--- src/rtl/fetch_unit.sv ---
// fetch_unit: instruction-fetch stage of the single-issue core.
// Owns the PC and drives the word address of a combinational instruction memory. Each fetched
// word is registered into the IF/ID register and presented to the decoder under valid/ready.
// Handles back-pressure, redirects with flush, and halts on an all-zero word or an illegal PC.
//
// Ports:
//   clk, rst_n         clock, asynchronous active-low reset
//   imem_addr_o        word index into instruction memory ({2'b00, pc[31:2]})
//   imem_instr_i       instruction word for imem_addr_o (combinational)
//   id_valid_o         IF/ID register holds an instruction
//   id_ready_i         decoder accepts the IF/ID contents this cycle
//   id_instr_o         registered instruction
//   id_pc_o            byte address of id_instr_o
//   redirect_valid_i   taken branch/jump pulse
//   redirect_pc_i      byte target of the redirect
//   halted_o           fetching has stopped
//   fetch_err_o        halt caused by a misaligned or out-of-range PC
//   fetch_count_o      instructions loaded into IF/ID (wraps)
module fetch_unit #(
    parameter logic [31:0] RESET_PC  = 32'h0000_0000,
    parameter int unsigned MEM_WORDS = 1280
) (
    input  logic        clk,
    input  logic        rst_n,
    output logic [31:0] imem_addr_o,
    input  logic [31:0] imem_instr_i,
    output logic        id_valid_o,
    input  logic        id_ready_i,
    output logic [31:0] id_instr_o,
    output logic [31:0] id_pc_o,
    input  logic        redirect_valid_i,
    input  logic [31:0] redirect_pc_i,
    output logic        halted_o,
    output logic        fetch_err_o,
    output logic [15:0] fetch_count_o
);

    localparam logic [29:0] MemWordsW = 30'(MEM_WORDS);

    typedef enum logic [1:0] {StIdle, StRun, StHalt} state_e;

    state_e      state_q, state_d;
    logic [31:0] pc_q, pc_d;
    logic        id_valid_q, id_valid_d;
    logic [31:0] id_instr_q, id_instr_d;
    logic [31:0] id_pc_q, id_pc_d;
    logic        fetch_err_q, fetch_err_d;
    logic [15:0] fetch_count_q, fetch_count_d;

    logic accept;
    logic pc_illegal;

    assign accept     = !id_valid_q || id_ready_i;
    assign pc_illegal = (pc_q[1:0] != 2'b00) || (pc_q[31:2] >= MemWordsW);

    always_comb begin
        state_d       = state_q;
        pc_d          = pc_q;
        id_valid_d    = id_valid_q;
        id_instr_d    = id_instr_q;
        id_pc_d       = id_pc_q;
        fetch_err_d   = fetch_err_q;
        fetch_count_d = fetch_count_q;

        if (redirect_valid_i) begin
            // Redirect wins in every state and flushes IF/ID even if the decoder is consuming.
            pc_d        = redirect_pc_i;
            id_valid_d  = 1'b0;
            state_d     = StRun;
            fetch_err_d = 1'b0;
        end else begin
            unique case (state_q)
                StIdle: state_d = StRun;
                StRun: begin
                    if (accept) begin
                        if (pc_illegal) begin
                            state_d     = StHalt;
                            fetch_err_d = 1'b1;
                            id_valid_d  = 1'b0;
                        end else if (imem_instr_i == 32'h0) begin
                            // Zero word marks end of program: not loaded, PC holds.
                            state_d    = StHalt;
                            id_valid_d = 1'b0;
                        end else begin
                            id_instr_d    = imem_instr_i;
                            id_pc_d       = pc_q;
                            id_valid_d    = 1'b1;
                            pc_d          = pc_q + 32'd4;
                            fetch_count_d = fetch_count_q + 16'd1;
                        end
                    end
                end
                StHalt: begin
                    if (id_ready_i) id_valid_d = 1'b0;
                end
                default: state_d = StIdle;
            endcase
        end
    end

    always_ff @(posedge clk or negedge rst_n) begin
        if (!rst_n) begin
            state_q       <= StIdle;
            pc_q          <= RESET_PC;
            id_valid_q    <= 1'b0;
            id_instr_q    <= 32'h0;
            id_pc_q       <= 32'h0;
            fetch_err_q   <= 1'b0;
            fetch_count_q <= 16'h0;
        end else begin
            state_q       <= state_d;
            pc_q          <= pc_d;
            id_valid_q    <= id_valid_d;
            id_instr_q    <= id_instr_d;
            id_pc_q       <= id_pc_d;
            fetch_err_q   <= fetch_err_d;
            fetch_count_q <= fetch_count_d;
        end
    end

    assign imem_addr_o   = {2'b00, pc_q[31:2]};
    assign id_valid_o    = id_valid_q;
    assign id_instr_o    = id_instr_q;
    assign id_pc_o       = id_pc_q;
    assign halted_o      = (state_q == StHalt);
    assign fetch_err_o   = fetch_err_q;
    assign fetch_count_o = fetch_count_q;

endmodule
--- config.mk ---
export PLATFORM = sky130hd
export DESIGN_NAME = fetch_unit
export DESIGN_NICKNAME = d
export VERILOG_FILES = /design/src/rtl/fetch_unit.sv
export SDC_FILE = /design/constraint.sdc
export NUM_CORES = 1
export LEC_CHECK = 0
export CORE_ASPECT_RATIO = 1.25
export CORE_MARGIN = 4
export CORE_UTILIZATION = 25
export CTS_CLUSTER_DIAMETER = 150
export DETAILED_ROUTE_END_ITERATION = 16
export PLACE_DENSITY = 0.61
export SETUP_SLACK_MARGIN = 0.2
export SLEW_MARGIN = 5
export SYNTH_ARGS = -nofsm -noshare
export SYNTH_HDL_FRONTEND = slang
export SYNTH_SLANG_ARGS = --single-unit
export TNS_END_PERCENT = 1
--- constraint.sdc ---
create_clock -name clk -period 2.6 [get_ports clk]
set_clock_uncertainty 0.1 [all_clocks]
set_input_delay 0.65 -clock clk [delete_from_list [all_inputs] [get_ports clk]]
set_output_delay 0.65 -clock clk [all_outputs]
set_load 0.05 [all_outputs]
==> results of run 1 <==
layout by cell type (no fill, tap or decap), types with 3 or more instances in the layout:
cell / netlist / final
nand4_1: 5 / 5
ha_1: 3 / 3
nand3_1: 11 / 11
nor4_2: 11 / 10
dlygate4sd2_1: 0 / 3
xor2_1: 14 / 14
a31oi_1: 8 / 8
mux2_1: 3 / 3
or4_1: 10 / 10
bufinv_16: 0 / 4
o31ai_1: 6 / 6
nor4_1: 10 / 10
nor2_1: 15 / 15
clkbuf_16: 0 / 17
nand2_1: 13 / 13
clkinv_2: 0 / 3
buf_4: 36 / 16
dfrtp_1: 116 / 116
clkbuf_8: 0 / 3
inv_1: 8 / 8
buf_12: 0 / 3
o21ai_0: 7 / 7
clkdlybuf4s50_1: 0 / 174
nor2b_1: 23 / 23
a21oi_1: 3 / 3
mux2_2: 62 / 62
nor3_1: 4 / 4
cell type report:
type	count	area, sq um
multi-input cells	229	1840
clock buffers	22	474
inverters	8	30.0
well taps	270	338
clock inverters	9	151
fillers	1936	12400
repair buffers	199	1980
flip-flops and latches	116	2900
worst max-delay path by stage:
| stage | startpoint | to | slack, ns | depth (start not counted) |
|---|---|---|---|---|
| floorplan | imem_instr_i[11] | id_pc_o[10]$_DFFE_PN0P_ | 0.22 | 7 |
| global placement | imem_instr_i[9] | pc_q[7]$_DFFE_PN0P_ | -0.34 | 7 |
| detailed placement | imem_instr_i[9] | pc_q[11]$_DFFE_PN0P_ | -0.37 | 7 |
| CTS | imem_instr_i[26] | pc_q[11]$_DFFE_PN0P_ | 0.08 | 7 |
| global route | imem_instr_i[24] | id_instr_o[11]$_DFFE_PN0P_ | 0.02 | 7 |
| finish | imem_instr_i[26] | pc_q[7]$_DFFE_PN0P_ | 0.06 | 7 |
what timing repair did:
action | 4_1_cts | 5_1_grt
buffers inserted | 2 | 0
endpoints found under the setup margin | 109 | 136
gates resized for setup | 5 | 2
hold buffers | 0 | 0
pin swaps | 2 | 5
registers in the layout, indices dropped and copies added (netlist names):
| register | cells |
|---|---|
| pc_q | 32 |
| fetch_err_o | 1 |
| id_pc_o | 32 |
| id_instr_o | 32 |
| state_q | 2 |
| fetch_count_o | 16 |
| id_valid_o | 1 |
per-stage QoR:
step | cell area [sq um] | cells
2_1_floorplan | 5090 | 401
3_3_place_gp | 7060 | 820
3_5_place_dp | 7060 | 820
4_1_cts | 7700 | 853
5_1_grt | 7710 | 853
6_report | 7710 | 853
critical path, stage by stage:
cell and delay (ns):
clkdlybuf4s50_1 0.49, nor4_1 0.05, and4_2 0.26, a2111o_1 0.49
buf_6 0.16, or4_1 0.49, a31oi_1 0.17
routing by layer:
layer  vias up  global-route usage [%]
met3        16                    3.61
met4         0                    5.61
li1       1728                       -
met2       103                    21.6
met1      1894                    14.0
met5         -                       0
power breakdown:
group / internal [mW] / switching (mW)
Clock: 1.67 / 0.817
Combinational: 0.235 / 0.324
Sequential: 1.86 / 0.0609
cells by family (layout without fill, tap and decap cells):
| family | Yosys count | after routing | synth area share [%] |
|---|---|---|---|
| flops | 116 | 116 | 57.0 |
| xor+xnor | 16 | 16 | 2.75 |
| fa+ha+maj | 3 | 3 | 0.738 |
| simple gates | 114 | 114 | 14.0 |
| buf+inv | 56 | 238 | 7.16 |
| compound gates | 28 | 28 | 3.61 |
| mux | 66 | 66 | 14.6 |
| other cells | 1 | 2 | 0.0737 |
==> flow_summary_export.csv, run 1 <==
group,metric,value,unit
drt,top_layer,"met4",
cts,clock_path_buffers,2,
die,design.core.area,20100,sq um
cts,root_buffer,"clkbuf_16",
cts,cts_buffers,17,
synthesis,ys_seq_area_share,57.0,%
layout,num-nets-final,642,
drt,wl_met1,5250,um
power,ir_worst_vdd,0.369,mV
drt,dr_wl_met3,760,um
synthesis,ys_async_sr_fraction,100,%
die,die_h,168,um
die,dieArea,22700,sq um
cts,htree_num_levels,4,
synthesis,synth_common_cells,"dfrtp_1 (116), mux2_2 (62), buf_4 (36)",
drt,via_count,3741,
outcome,status,"finished, final reports clean",
cts,clock_latency,0.41,ns
placement,place_congestion,0.769,
synthesis,syn_area_per_cell,12.7,sq um
placement,hpwl,9970,um
synthesis,synth.area.top_cells,"dfrtp_1 (57%), mux2_2 (14%), buf_4 (5.3%)",
drt,drt-total-wl,13500,um
synthesis,yosysMostFrequentCell,"dfrtp_1",
timing,fin_crit,2.54,ns
cts,clk_pin_slew,0.05,ns
die,start_util,25.3,%
synthesis,yosysTopAreaCell,"dfrtp_1",
synthesis,ys.flop_type,"dfrtp_1",
layout,area_growth,51.6,%
drt,dr.pass1.iters,4,
power,power,4.97,mW
cts,cts_tree,"yes",
critical_path,required,2.83,ns
global_routing,grtUsageTotal,12.4,%
drt,dr.first_iter.drc_count,123,
drt,drc,0,
layout,num_antenna_cells,0,
die,pin_count,183,
timing,max_freq,394,MHz
critical_path,r2r_slack,0.21,ns
timing,hold_slack,0.238,ns
power,power_leakage,3.39,nW
critical_path,r2r-end,"pc_q[7]$_DFFE_PN0P_",
synthesis,synth_edf_count,0,
cts,clock-sinks,116,
worst_hold_path,hp-class,"in2async",
timing,rsz0062_at_grt,"true",
global_routing,grt_max_degree,117,
power,power_density,644,nW/um^2
die,die_w,136,um
drt,wl_met2,7270,um
critical_path,cp_max_fo,8,
global_routing,grt_overflow_total,0,
critical_path,worstSetupEndpointType,"flip-flop",
drt,ant_nets,0,
placement,portBuffers,180,
global_routing,antenna_found_initial,0,
timing,tns,0,ns
die,core.rowCount,58,
timing,slew_viol_final,0,
synthesis,synth_seq_cells,116,
layout,drive_gt1_share,21.8,%
timing,slew_headroom,58.3,%
timing,fin_ws,0.0594,ns
layout,final_util,38.4,%
critical_path,critPathArrivalTime,2.77,ns
synthesis,synth_cell_types,39,
drt,wl_per_cell,15.9,um
synthesis,synth.top_cell.area_share,57.0,%
synthesis,synth.cell_area,5090,sq um
critical_path,reg2reg_depth,7,
placement,pre_cts_ws,-0.371,ns
drt,via_per_inst,4.39,
timing,worst_pin_slew,0.625,ns
global_routing,grt_pass1_vias,4020,
critical_path,startpoint_type,"input pin",
flow_run,maxCapViolations,0,
timing,fin_crit_sh,97.7,%
critical_path,path_class,"in2reg",
global_routing,grt_pass1_wl,22000,um
synthesis,syn_inst,400,
timing,hold_viol_final,0,
timing,setup_viol,0,
synthesis,yosysWarnings,0,
critical_path,r2r_start,"pc_q[24]$_DFFE_PN0P_",
(Power assumes the default switching activity.)
==> inputs of run 2 (changes only) <==
==> constraint.sdc (replaced) <==
create_clock -name clk -period 2.97 [get_ports clk]
set_clock_uncertainty 0.1 [all_clocks]
set_input_delay 0.7425 -clock clk [delete_from_list [all_inputs] [get_ports clk]]
set_output_delay 0.7425 -clock clk [all_outputs]
set_load 0.05 [all_outputs]
==> flow_summary_export.csv, run 2 (synthesized netlist as in run 1, its figures left out) <==
group,metric,value,unit
power,ir_worst_vdd,0.329,mV
cts,cts_tree,"yes",
cts,root_buffer,"clkbuf_16",
critical_path,startpoint_type,"input pin",
critical_path,critPathArrivalTime,2.91,ns
layout,final_cell_mix,"clkdlybuf4s50_1 (177), dfrtp_1 (116), mux2_2 (62)",
cts,clock_latency,0.41,ns
timing,slew_viol_final,0,
drt,drt-total-wl,13500,um
layout,layout.cells.non_filler,842,
placement,dpl_cell_area,7020,sq um
critical_path,r2r_start,"pc_q[18]$_DFFE_PN0P_",
cts,clock_path_buffers,2,
cts,clk_pin_slew,0.05,ns
power,p_switching,1.02,mW
placement,portBuffers,180,
die,start_util,25.3,%
power,power_density,553,nW/um^2
power,power.share.combinational,11.6,%
worst_hold_path,hp-class,"in2async",
global_routing,grtUsageTotal,12.2,%
drt,ant_nets,0,
cts,ctsHoldBuffers,0,
drt,wl_per_cell,16.0,um
layout,num-nets-final,634,
power,power_leakage,3.32,nW
cts,cts_buffers,17,
power,power.internal,3.17,mW
timing,fin_crit,2.69,ns
drt,via_per_inst,4.36,
outcome,status,"finished, final reports clean",
global_routing,grt_max_degree,117,
critical_path,worstSetupEndpointType,"flip-flop",
die,core.rowCount,58,
power,power.share.sequential,40.1,%
power,clkPwrFrac,48.3,%
critical_path,cp_max_fo,9,
critical_path,path_class,"in2reg",
die,dieArea,22700,sq um
placement,place_congestion,0.764,
critical_path,reg2reg_depth,6,
layout,drive_gt1_share,19.9,%
drt,drc,0,
timing,hold_viol_final,0,
global_routing,grt_overflow_total,0,
layout,fin_area,7580,sq um
timing,worst_pin_slew,0.648,ns
global_routing,grt_pass1_wl,21800,um
layout,layout_commonest_cell,"clkdlybuf4s50_1",
placement,pre_cts_ws,-0.133,ns
global_routing,grt_pass1_vias,3924,
layout,area_growth,49.0,%
timing,slew_headroom,56.8,%
global_routing,antenna_found_initial,0,
timing,fin_crit_sh,90.4,%
timing,rsz0062_at_grt,"false",
die,design.core.area,20100,sq um
placement,dp_cells,814,
cts,clock-sinks,116,
drt,dr.first_iter.drc_count,181,
critical_path,r2r-end,"pc_q[11]$_DFFE_PN0P_",
power,p_sw_share,24.4,%
die,pin_count,183,
cts,htree_num_levels,4,
drt,dr.pass1.iters,4,
timing,setup_viol,0,
drt,via_count,3670,
critical_path,r2r_slack,0.43,ns
die,die_h,168,um
timing,max_freq,372,MHz
layout,final_util,37.7,%
critical_path,required,3.20,ns
die,die_w,136,um
placement,hpwl,9840,um
layout,num_antenna_cells,0,
flow_run,maxCapViolations,0,
timing,fin_ws,0.285,ns
run 2: power groups by stage:
stage | logic (mW) | registers, mW | clock network (mW)
6_report | 0.484 | 1.68 | 2.03
5_1_grt | 0.515 | 1.69 | 2.17
4_1_cts | 0.492 | 1.68 | 2.10
3_5_place_dp | 0.491 | 1.71 | 0
3_3_place_gp | 0.485 | 1.71 | 0
2_1_floorplan | 0.305 | 1.70 | 0
run 2: layout make-up:
class                   count  area, sq um
clock buffers              22          464
clock inverters             6          105
fillers                  1958        12500
inverters                   8         30.0
multi-input cells         229         1830
flip-flops and latches    116         2900
well taps                 270          338
repair buffers            191         1910
run 2: per-stage QoR:
stage	setup TNS, ns	hold slack, ns	power (mW)
5_1_grt	0	0.361	4.37
3_5_place_dp	-3.44	0.363	2.20
6_report	0	0.307	4.19
4_1_cts	0	0.339	4.27
3_3_place_gp	-0.289	0.355	2.19
2_1_floorplan	0	0.347	2.00
run 2: repair_timing:
item | CTS | global route
pin swaps | 0 | 1
endpoints found under the setup margin | 1 | 1
gates resized for setup | 1 | 0
hold endpoints to repair | 0 | 0
buffers inserted | 0 | 0
run 2: worst max-delay path by stage:
stage	startpoint	end	slack, ns	cells after the start
2_1_floorplan	imem_instr_i[11]	id_pc_o[10]$_DFFE_PN0P_	0.50	7
3_3_place_gp	imem_instr_i[9]	pc_q[7]$_DFFE_PN0P_	-0.06	7
3_5_place_dp	imem_instr_i[8]	pc_q[11]$_DFFE_PN0P_	-0.13	7
4_1_cts	imem_instr_i[8]	pc_q[11]$_DFFE_PN0P_	0.31	7
5_1_grt	imem_instr_i[29]	pc_q[11]$_DFFE_PN0P_	0.21	7
6_report	imem_instr_i[29]	pc_q[11]$_DFFE_PN0P_	0.28	7
run 2: critical path: stages:
cell and delay [ns]:
clkdlybuf4s50_1 0.51, nor4_1 0.06, and4_1 0.24, a2111o_1 0.49, buf_4 0.19, or4_1 0.50, a31oi_1 0.18
run 2: per-layer routing:
metal	track usage (%)	part of all wire [%]
met2	20.9	52
met3	4.06	6.0
met1	14.1	40
met5	0	0
met4	4.69	1.6
==> inputs of run 3 (changes only) <==
--- a/config.mk
+++ b/config.mk
@@ -5,6 +5,7 @@
 export SDC_FILE = /design/constraint.sdc
 export NUM_CORES = 1
 export LEC_CHECK = 0
+export CAP_MARGIN = 5
 export CORE_ASPECT_RATIO = 1.25
 export CORE_MARGIN = 4
 export CORE_UTILIZATION = 25
==> results of run 3 <==
Final layout, timing and power as in run 2 (identical DEF).
